--- config.mk ---
export PLATFORM = sky130hd
export DESIGN_NAME = pulse_period_meter
export DESIGN_NICKNAME = d
export VERILOG_FILES = /design/src/rtl/pulse_period_meter_pkg.sv /design/src/rtl/pulse_period_meter_sync_edge_det.sv /design/src/rtl/pulse_period_meter.sv
export SDC_FILE = /design/constraint.sdc
export NUM_CORES = 1
export LEC_CHECK = 0
export ABC_AREA = 1
export BUFFER_PORTS_ARGS = -buffer_cell sky130_fd_sc_hd__buf_2
export CAP_MARGIN = 20
export CORE_ASPECT_RATIO = 1.4
export CORE_MARGIN = 1.5
export CORE_UTILIZATION = 35
export DETAILED_ROUTE_END_ITERATION = 8
export GPL_TIMING_DRIVEN = 1
export PLACE_DENSITY = 0.52
export SETUP_SLACK_MARGIN = 0.15
export SKIP_LAST_GASP = 1
export SLEW_MARGIN = 5
export SYNTH_ARGS = -nofsm -noshare
export SYNTH_HDL_FRONTEND = slang
export SYNTH_HIERARCHICAL = 1
export SYNTH_SLANG_ARGS = --single-unit
--- constraint.sdc ---
create_clock -name clk -period 3.8 [get_ports clk]
set_clock_uncertainty 0.2 [all_clocks]
set_input_delay 0.19 -clock clk [delete_from_list [all_inputs] [get_ports clk]]
set_output_delay 0.19 -clock clk [all_outputs]
set_load 0.02 [all_outputs]
--- src/rtl/pulse_period_meter_pkg.sv ---
// Shared definitions for the pulse period meter: FSM encoding and default sizing.
package pulse_period_meter_pkg;

  typedef enum logic [1:0] {
    ST_IDLE    = 2'd0,
    ST_ARM     = 2'd1,
    ST_MEASURE = 2'd2
  } state_t;

  localparam int unsigned DEFAULT_W           = 32;
  localparam logic [31:0] DEFAULT_TIMEOUT     = 32'hFFFF_FFFF;
  localparam int unsigned DEFAULT_SYNC_STAGES = 2;

endpackage

--- src/rtl/pulse_period_meter_sync_edge_det.sv ---
// Synchroniser chain for an asynchronous level plus registered one-cycle rise/fall strobes.
module sync_edge_det
  import pulse_period_meter_pkg::*;
#(
  parameter int unsigned SYNC_STAGES = DEFAULT_SYNC_STAGES
) (
  input  logic clk,
  input  logic reset,
  input  logic din,
  output logic rise,
  output logic fall
);

  logic [SYNC_STAGES-1:0] sync_p0;
  logic                   lvl_p1;

  always_ff @(posedge clk or negedge reset) begin
    if (!reset) begin
      sync_p0 <= '0;
      lvl_p1  <= 1'b0;
      rise    <= 1'b0;
      fall    <= 1'b0;
    end else begin
      // stage p0: metastability chain
      sync_p0 <= {sync_p0[SYNC_STAGES-2:0], din};
      // stage p1: previous synchronised level and edge strobes
      lvl_p1  <= sync_p0[SYNC_STAGES-1];
      rise    <= sync_p0[SYNC_STAGES-1] & ~lvl_p1;
      fall    <= ~sync_p0[SYNC_STAGES-1] & lvl_p1;
    end
  end

endmodule

--- src/rtl/pulse_period_meter.sv ---
// Recovers period and high width (in clk cycles) of a pulse stream; results on valid/ack.
module pulse_period_meter
  import pulse_period_meter_pkg::*;
#(
  parameter int unsigned    W           = DEFAULT_W,
  parameter logic [W-1:0]   TIMEOUT     = W'(DEFAULT_TIMEOUT),
  parameter int unsigned    SYNC_STAGES = DEFAULT_SYNC_STAGES
) (
  input  logic         clk,
  input  logic         reset,
  input  logic         enable,
  input  logic         pulse_in,
  input  logic         meas_ack,
  output logic [W-1:0] period,
  output logic [W-1:0] high_width,
  output logic         meas_valid,
  output logic         overrun,
  output logic         timeout
);

  state_t       state, state_nxt;
  logic         rise, fall;
  logic [W-1:0] cnt, hw_reg;
  logic         to_hit;
  logic         pub_vld_p1;
  logic [W-1:0] pub_period_p1, pub_hw_p1;

  sync_edge_det #(.SYNC_STAGES(SYNC_STAGES)) u_sync (
    .clk   (clk),
    .reset (reset),
    .din   (pulse_in),
    .rise  (rise),
    .fall  (fall)
  );

  assign to_hit = (cnt == TIMEOUT);

  always_ff @(posedge clk or negedge reset) begin
    if (!reset) state <= ST_IDLE;
    else        state <= state_nxt;
  end

  always_comb begin
    state_nxt = state;
    case (state)
      ST_IDLE:    if (enable) state_nxt = ST_ARM;
      ST_ARM:     if (rise) state_nxt = ST_MEASURE;
      ST_MEASURE: if (!rise && to_hit) state_nxt = ST_ARM;
      default:    state_nxt = ST_IDLE;
    endcase
    if (!enable) state_nxt = ST_IDLE;
  end

  // stage p0: interval counter; a rise closes one period and opens the next
  always_ff @(posedge clk or negedge reset) begin
    if (!reset) begin
      cnt           <= '0;
      hw_reg        <= '0;
      timeout       <= 1'b0;
      pub_vld_p1    <= 1'b0;
      pub_period_p1 <= '0;
      pub_hw_p1     <= '0;
    end else if (!enable) begin
      cnt        <= '0;
      hw_reg     <= '0;
      timeout    <= 1'b0;
      pub_vld_p1 <= 1'b0;
    end else begin
      pub_vld_p1 <= 1'b0;
      case (state)
        ST_ARM: begin
          if (rise) begin
            cnt     <= W'(1);
            timeout <= 1'b0;
          end
        end
        ST_MEASURE: begin
          if (fall) hw_reg <= cnt;
          if (rise) begin
            cnt           <= W'(1);
            timeout       <= 1'b0;
            pub_vld_p1    <= 1'b1;
            pub_period_p1 <= cnt;
            pub_hw_p1     <= hw_reg;
          end else if (to_hit) begin
            cnt     <= '0;
            timeout <= 1'b1;
          end else begin
            cnt <= cnt + 1'b1;
          end
        end
        default: cnt <= '0;
      endcase
    end
  end

  // stage p1: result register and handshake; an unacked result is never overwritten
  always_ff @(posedge clk or negedge reset) begin
    if (!reset) begin
      period     <= '0;
      high_width <= '0;
      meas_valid <= 1'b0;
      overrun    <= 1'b0;
    end else if (!enable) begin
      period     <= '0;
      high_width <= '0;
      meas_valid <= 1'b0;
      overrun    <= 1'b0;
    end else if (pub_vld_p1) begin
      if (!meas_valid || meas_ack) begin
        period     <= pub_period_p1;
        high_width <= pub_hw_p1;
        meas_valid <= 1'b1;
      end else begin
        overrun <= 1'b1;
      end
    end else if (meas_ack) begin
      meas_valid <= 1'b0;
    end
  end

endmodule

After elaboration in Yosys (flattened, before gate mapping)
Index checks and enable logic that the tools add are counted.
{"block": "classes", "addsub": 1, "n_eq_ne": 14, "n_mux": 33, "bitwise": 4, "n_reduce_logical": 12}
{"operator": "$mux 32", "n": 13}
{"operator": "$pmux 32 s2", "n": 1}
{"operator": "$add 32x1->32 const B", "n": 1}
{"operator": "$eq 32x32->1 const B", "n": 1}
{"operator": "$mux 1", "n": 14}
{"operator": "$reduce_and 2->1", "n": 5}
{"operator": "$ne 2x1->1 const B", "n": 4}
{"operator": "$mux 2", "n": 3}
{"operator": "$ne 3x1->1 const B", "n": 2}
{"operator": "$ne 3x2->1 const B", "n": 2}
{"operator": "$pmux 2 s3", "n": 1}
{"operator": "$reduce_and 3->1", "n": 2}
{"operator": "$ne 4x3->1 const B", "n": 1}
{"operator": "$ne 3x3->1 const B", "n": 1}
{"operator": "$and 1x1->1", "n": 2}
{"operator": "$eq 2x1->1 const B", "n": 1}
{"operator": "$eq 2x2->1 const B", "n": 1}
{"operator": "$logic_not 1->1", "n": 2}
{"operator": "$logic_not 2->1", "n": 1}
{"operator": "$ne 2x2->1 const B", "n": 1}
{"operator": "$not 1->1", "n": 2}
{"operator": "$pmux 1 s2", "n": 1}
{"operator": "$logic_and 1x1->1", "n": 1}
{"operator": "$logic_or 1x1->1", "n": 1}
{"block": "word_totals", "regBits": 203, "in_bits": 5, "out_inout_bits": 67, "elab_cells": 79}

Depth between registers and ports, before layout
{"block": "depth", "ltp_word": 5, "mapped_depth": 11, "depth_no_buf": 10}

Modules after synthesis
The synthesis kept the hierarchy.
{"mod": "pulse_period_meter", "instances": 1, "cells_per_inst": 929, "area_per_inst_um2": 8341.8, "seq_area_each_um2": 4954.8}
{"mod": "sync_edge_det", "instances": 1, "cells_per_inst": 9, "area_per_inst_um2": 140.1, "seq_area_each_um2": 125.1}

Worst setup path before layout
No wires, ideal clock.
{"block": "synth_timing", "path_type": "flip-flop to flip-flop", "from": "reg state[0]", "to": "reg pub_hw_p1[0]", "setup_ns": 0.132, "t_arrival_ns": 1.476, "required_ns": 3.468, "setup_slack_ns": 1.993, "path_stages_with_launch": 8, "n_path_buf": 2, "period_less_slack_ns": 1.807, "cell_sequence": "dfrtp_1 inv_1 ha_1 nand2_1 nor2_1 clkbuf_1 clkbuf_1 o21ai_0"}
{"block": "synth_via", "elab_chain_cells": 2}
{"element": "from (decl)", "line": "pulse_period_meter.sv:21", "text": "state_t state, state_nxt;"}
{"element": "from (signal assigned)", "line": "pulse_period_meter.sv:40", "text": "else state <= state_nxt;"}
{"element": "$eq 2x2->1", "line": "pulse_period_meter.sv:70", "text": "case (state)"}
{"element": "$reduce_and 3->1 (no line)"}
{"element": "to (signal assigned)", "line": "pulse_period_meter.sv:84", "text": "pub_hw_p1 <= hw_reg;"}
{"element": "to (decl)", "line": "pulse_period_meter.sv:26", "text": "logic [W-1:0] pub_period_p1, pub_hw_p1;"}
Every way passes these cells.
A chain may end at the register's enable or synchronous reset.

Final worst setup path
{"block": "layout_timing", "from": "in enable", "to": "reg timeout"}
{"block": "layout_via", "elab_chain_cells": 2, "word_cells_on_any_way": 5, "cone_classes": "3 x eq/ne; 1 x mux; 1 x reduce/logical"}
{"element": "from (decl)", "line": "pulse_period_meter.sv:11", "text": "input logic enable,"}
{"element": "$ne 4x3->1 (no line) (tied with other cells)"}
{"element": "$reduce_and 3->1 (no line)"}
{"element": "to (signal assigned)", "line": "pulse_period_meter.sv:59", "text": "timeout <= 1'b0;"}
{"element": "to (signal assigned)", "line": "pulse_period_meter.sv:66", "text": "timeout <= 1'b0;"}
{"element": "to (signal assigned)", "line": "pulse_period_meter.sv:74", "text": "timeout <= 1'b0;"}
{"element": "to (decl)", "line": "pulse_period_meter.sv:18", "text": "output logic timeout"}
Parallel ways exist; a longest one is shown, timed or not.

==> flow_metrics.env <==
export IMPL_status="complete, no violations"
export IMPL_grt_pass1_wl_um=34600
export IMPL_tightest_slew_ps=855
export IMPL_drt_iter0_markers=487
export IMPL_startpoint="enable"
export IMPL_ant_nets=0
export IMPL_chipWidth_um=135
export IMPL_synth_common_cells="dfrtp_1 (203), nand2_1 (165), o21ai_0 (157), nand3_1 (103), inv_1 (100)"
export IMPL_route_detailed_drc=0
export IMPL_arrival_ps=2730
export IMPL_dpl_cell_count=1275
export IMPL_synth_edf_count=0
export IMPL_layout_nets=1002
export IMPL_stdcell_count=1317
export IMPL_clock_sinks=203
export IMPL_row_count=67
export IMPL_hold_violations=0
export IMPL_place_congestion=0.857
export IMPL_netSwitchingFraction_pct=26.5
export IMPL_p_comb_share_pct=13.2
export IMPL_viasPerCell=4.86
export IMPL_yosysUniqueCellTypes=30
export IMPL_antennaDiodeCount=0
export IMPL_cts_tree="yes"
export IMPL_cts_max_path_buffers=3
export IMPL_p_per_area_nw_per_um2=559
export IMPL_ys_seq_area_share_pct=59.9
export IMPL_grt_usage_pct=16.8
export IMPL_whs_ps=118
export IMPL_numCtsBuffers=21
export IMPL_slew_headroom_pct=43.0
export IMPL_worst_ep_required_time_ps=4000
export IMPL_cts_clk_slew_worst_paths_ps=60
export IMPL_wl_um=20300
export IMPL_synthArstFlopShare_pct=100
export IMPL_end_kind="flip-flop"
export IMPL_fin_setup_tns_ps=0
export IMPL_overflow=0
export IMPL_grt_max_degree=88
export IMPL_synth_top_area_share_pct=59.9
export IMPL_synth_area_per_cell_sq_um=9.04
export IMPL_synthCells=938
export IMPL_yosys_warnings=6
export IMPL_rsz0062_at_grt="no"
export IMPL_antenna_found_initial=0
export IMPL_hp_class="in -> async"
export IMPL_vdd_drop_max_uv=298
export IMPL_p_int_mw=4.07
export IMPL_drive_gt1_share_pct=13.1
export IMPL_die_area_sq_um=25200
export IMPL_fmax_ghz=0.395
export IMPL_io_pins=72
export IMPL_area_growth_synth_to_final_pct=16.6
export IMPL_core_area_sq_um=23900
export IMPL_fp_dieH_um=187
export IMPL_min_period_over_period_pct=66.7
export IMPL_drv_cap=0
export IMPL_p_seq_share_pct=48.1
export IMPL_p_sw_mw=1.47
export IMPL_cp_max_fo=78
export IMPL_insertion_delay_ps=500
export IMPL_yosysMostFrequentCell="dfrtp_1"
export IMPL_cts_max_level=1
export IMPL_worst_setup_path_type="in -> reg"
export IMPL_ys_flop_type="dfrtp_1"
export IMPL_synthTopCellsByArea="dfrtp_1 (60%), o21ai_0 (9.3%), nand2_1 (7.3%), nand3_1 (6.1%), inv_1 (4.4%)"
export IMPL_io_buffers=71
export IMPL_wl_per_cell_um=15.4
export IMPL_root_buffer="clkbuf_16"
export IMPL_total_power_mw=5.53
export IMPL_stdcell_area_sq_um=9890
export IMPL_finalMaxSlewViolations=0
export IMPL_setup_violations=0
export IMPL_syn_area_sq_um=8480
export IMPL_grt_pass1_vias=6640
export IMPL_leakage_nw=4.60
export IMPL_min_period_ps=2530
export IMPL_synth_top_cell_by_area="dfrtp_1"
export IMPL_cts_resized=0
export IMPL_start_util_pct=35.5
export IMPL_hpwl_um=13300
export IMPL_p_clk_share_pct=38.8
export IMPL_r2r_start="state[1]$_DFFE_PN0P_"
export IMPL_drt_pass1_iter_count=6
export IMPL_start_kind="input port"
export IMPL_dpl_cell_area_sq_um=9130
export IMPL_yosys_register_bits=203
export IMPL_syn_nets=948
export IMPL_vias=6395
[critical path, stage by stage]
cell and delay (ps):
dlygate4sd3_1 530, buf_4 310, buf_4 690, clkinv_1 500
nor3_1 250, a21oi_1 80, nand3_1 80, nand2_1 70
[cell type report]
class	instances	area (sq um)
Fill cell	2399	14000
Sequential cell	203	5080
Multi-Input combinational cell	577	2800
Clock buffer	28	592
Timing Repair Buffer	84	512
Inverter	105	395
Tap cell	310	388
Clock inverter	10	129
[layer usage]
layer  share of wire, %  vias to the layer above  GRT usage (%)
li1                   -                     3161              -
met2                 47                      134           27.3
met4                2.9                        0           6.08
met1                 46                     3063           23.0
met3                4.1                       37           2.36
met5                  0                        -              0
[cell families after synthesis]
family / count (synthesis) / share of synthesized area [%]
XOR/XNOR: 18 / 1.86
AND/OR/NAND/NOR: 360 / 18.6
flip-flops: 203 / 59.9
adder cells (fa/ha/maj): 5 / 0.738
AO/OA/AOI/OAI: 194 / 11.6
buffers and inverters: 158 / 7.33
[through the flow]
stage | setup WS, ps | util (%)
2_1_floorplan | 1990 | -
3_3_place_gp | 1270 | 38.2
3_5_place_dp | 1280 | 38.2
4_1_cts | 1260 | 41.4
5_1_grt | 1080 | 41.4
6_report | 1270 | 41.4
[cell usage in the layout (no fill, tap or decap), drive strengths merged, types with 9 or more instances in the layout]
cell / netlist / routed
nand3: 107 / 107
a21oi: 20 / 20
clkinv: 3 / 9
buf: 18 / 79
inv: 102 / 103
nor2: 63 / 63
clkbuf: 35 / 29
nand4: 12 / 12
xor2: 15 / 15
nor3: 11 / 11
nand2: 166 / 166
o21ai: 167 / 167
dfrtp: 203 / 203
[repair_timing]
action | 4_1_cts | 5_1_grt
endpoints found under the hold margin | 111 | 0
buffers inserted | 0 | 0
hold buffers | 4 | 0
[power groups by stage]
stage / clock network, mW / logic [mW] / registers [mW]
after floorplan: 0 / 0.472 / 2.70
after global placement: 0 / 0.724 / 2.69
after detailed placement: 0 / 0.736 / 2.70
after CTS: 2.22 / 0.747 / 2.66
after global routing: 2.31 / 0.864 / 2.70
final: 2.15 / 0.728 / 2.66
[path summary, 6_finish.rpt]
kind / end / slack, ps / depth (start not counted)
setup / recovery: timeout$_DFFE_PN0P_ / 1270 / 8
max in group asynchronous: high_width[0]$_DFFE_PN0P_ / 2510 / 3
hold / removal: period[8]$_DFFE_PN0P_ / 120 / 2
setup reg to reg: cnt[31]$_DFFE_PN0P_ / 1390 / 9
min in group clk: u_sync/sync_p0[0]$_DFF_PN0_ / 130 / 2
hold reg to reg: u_sync/sync_p0[1]$_DFF_PN0_ / 150 / 0
No activity file was read; power rests on OpenSTA's default activity.
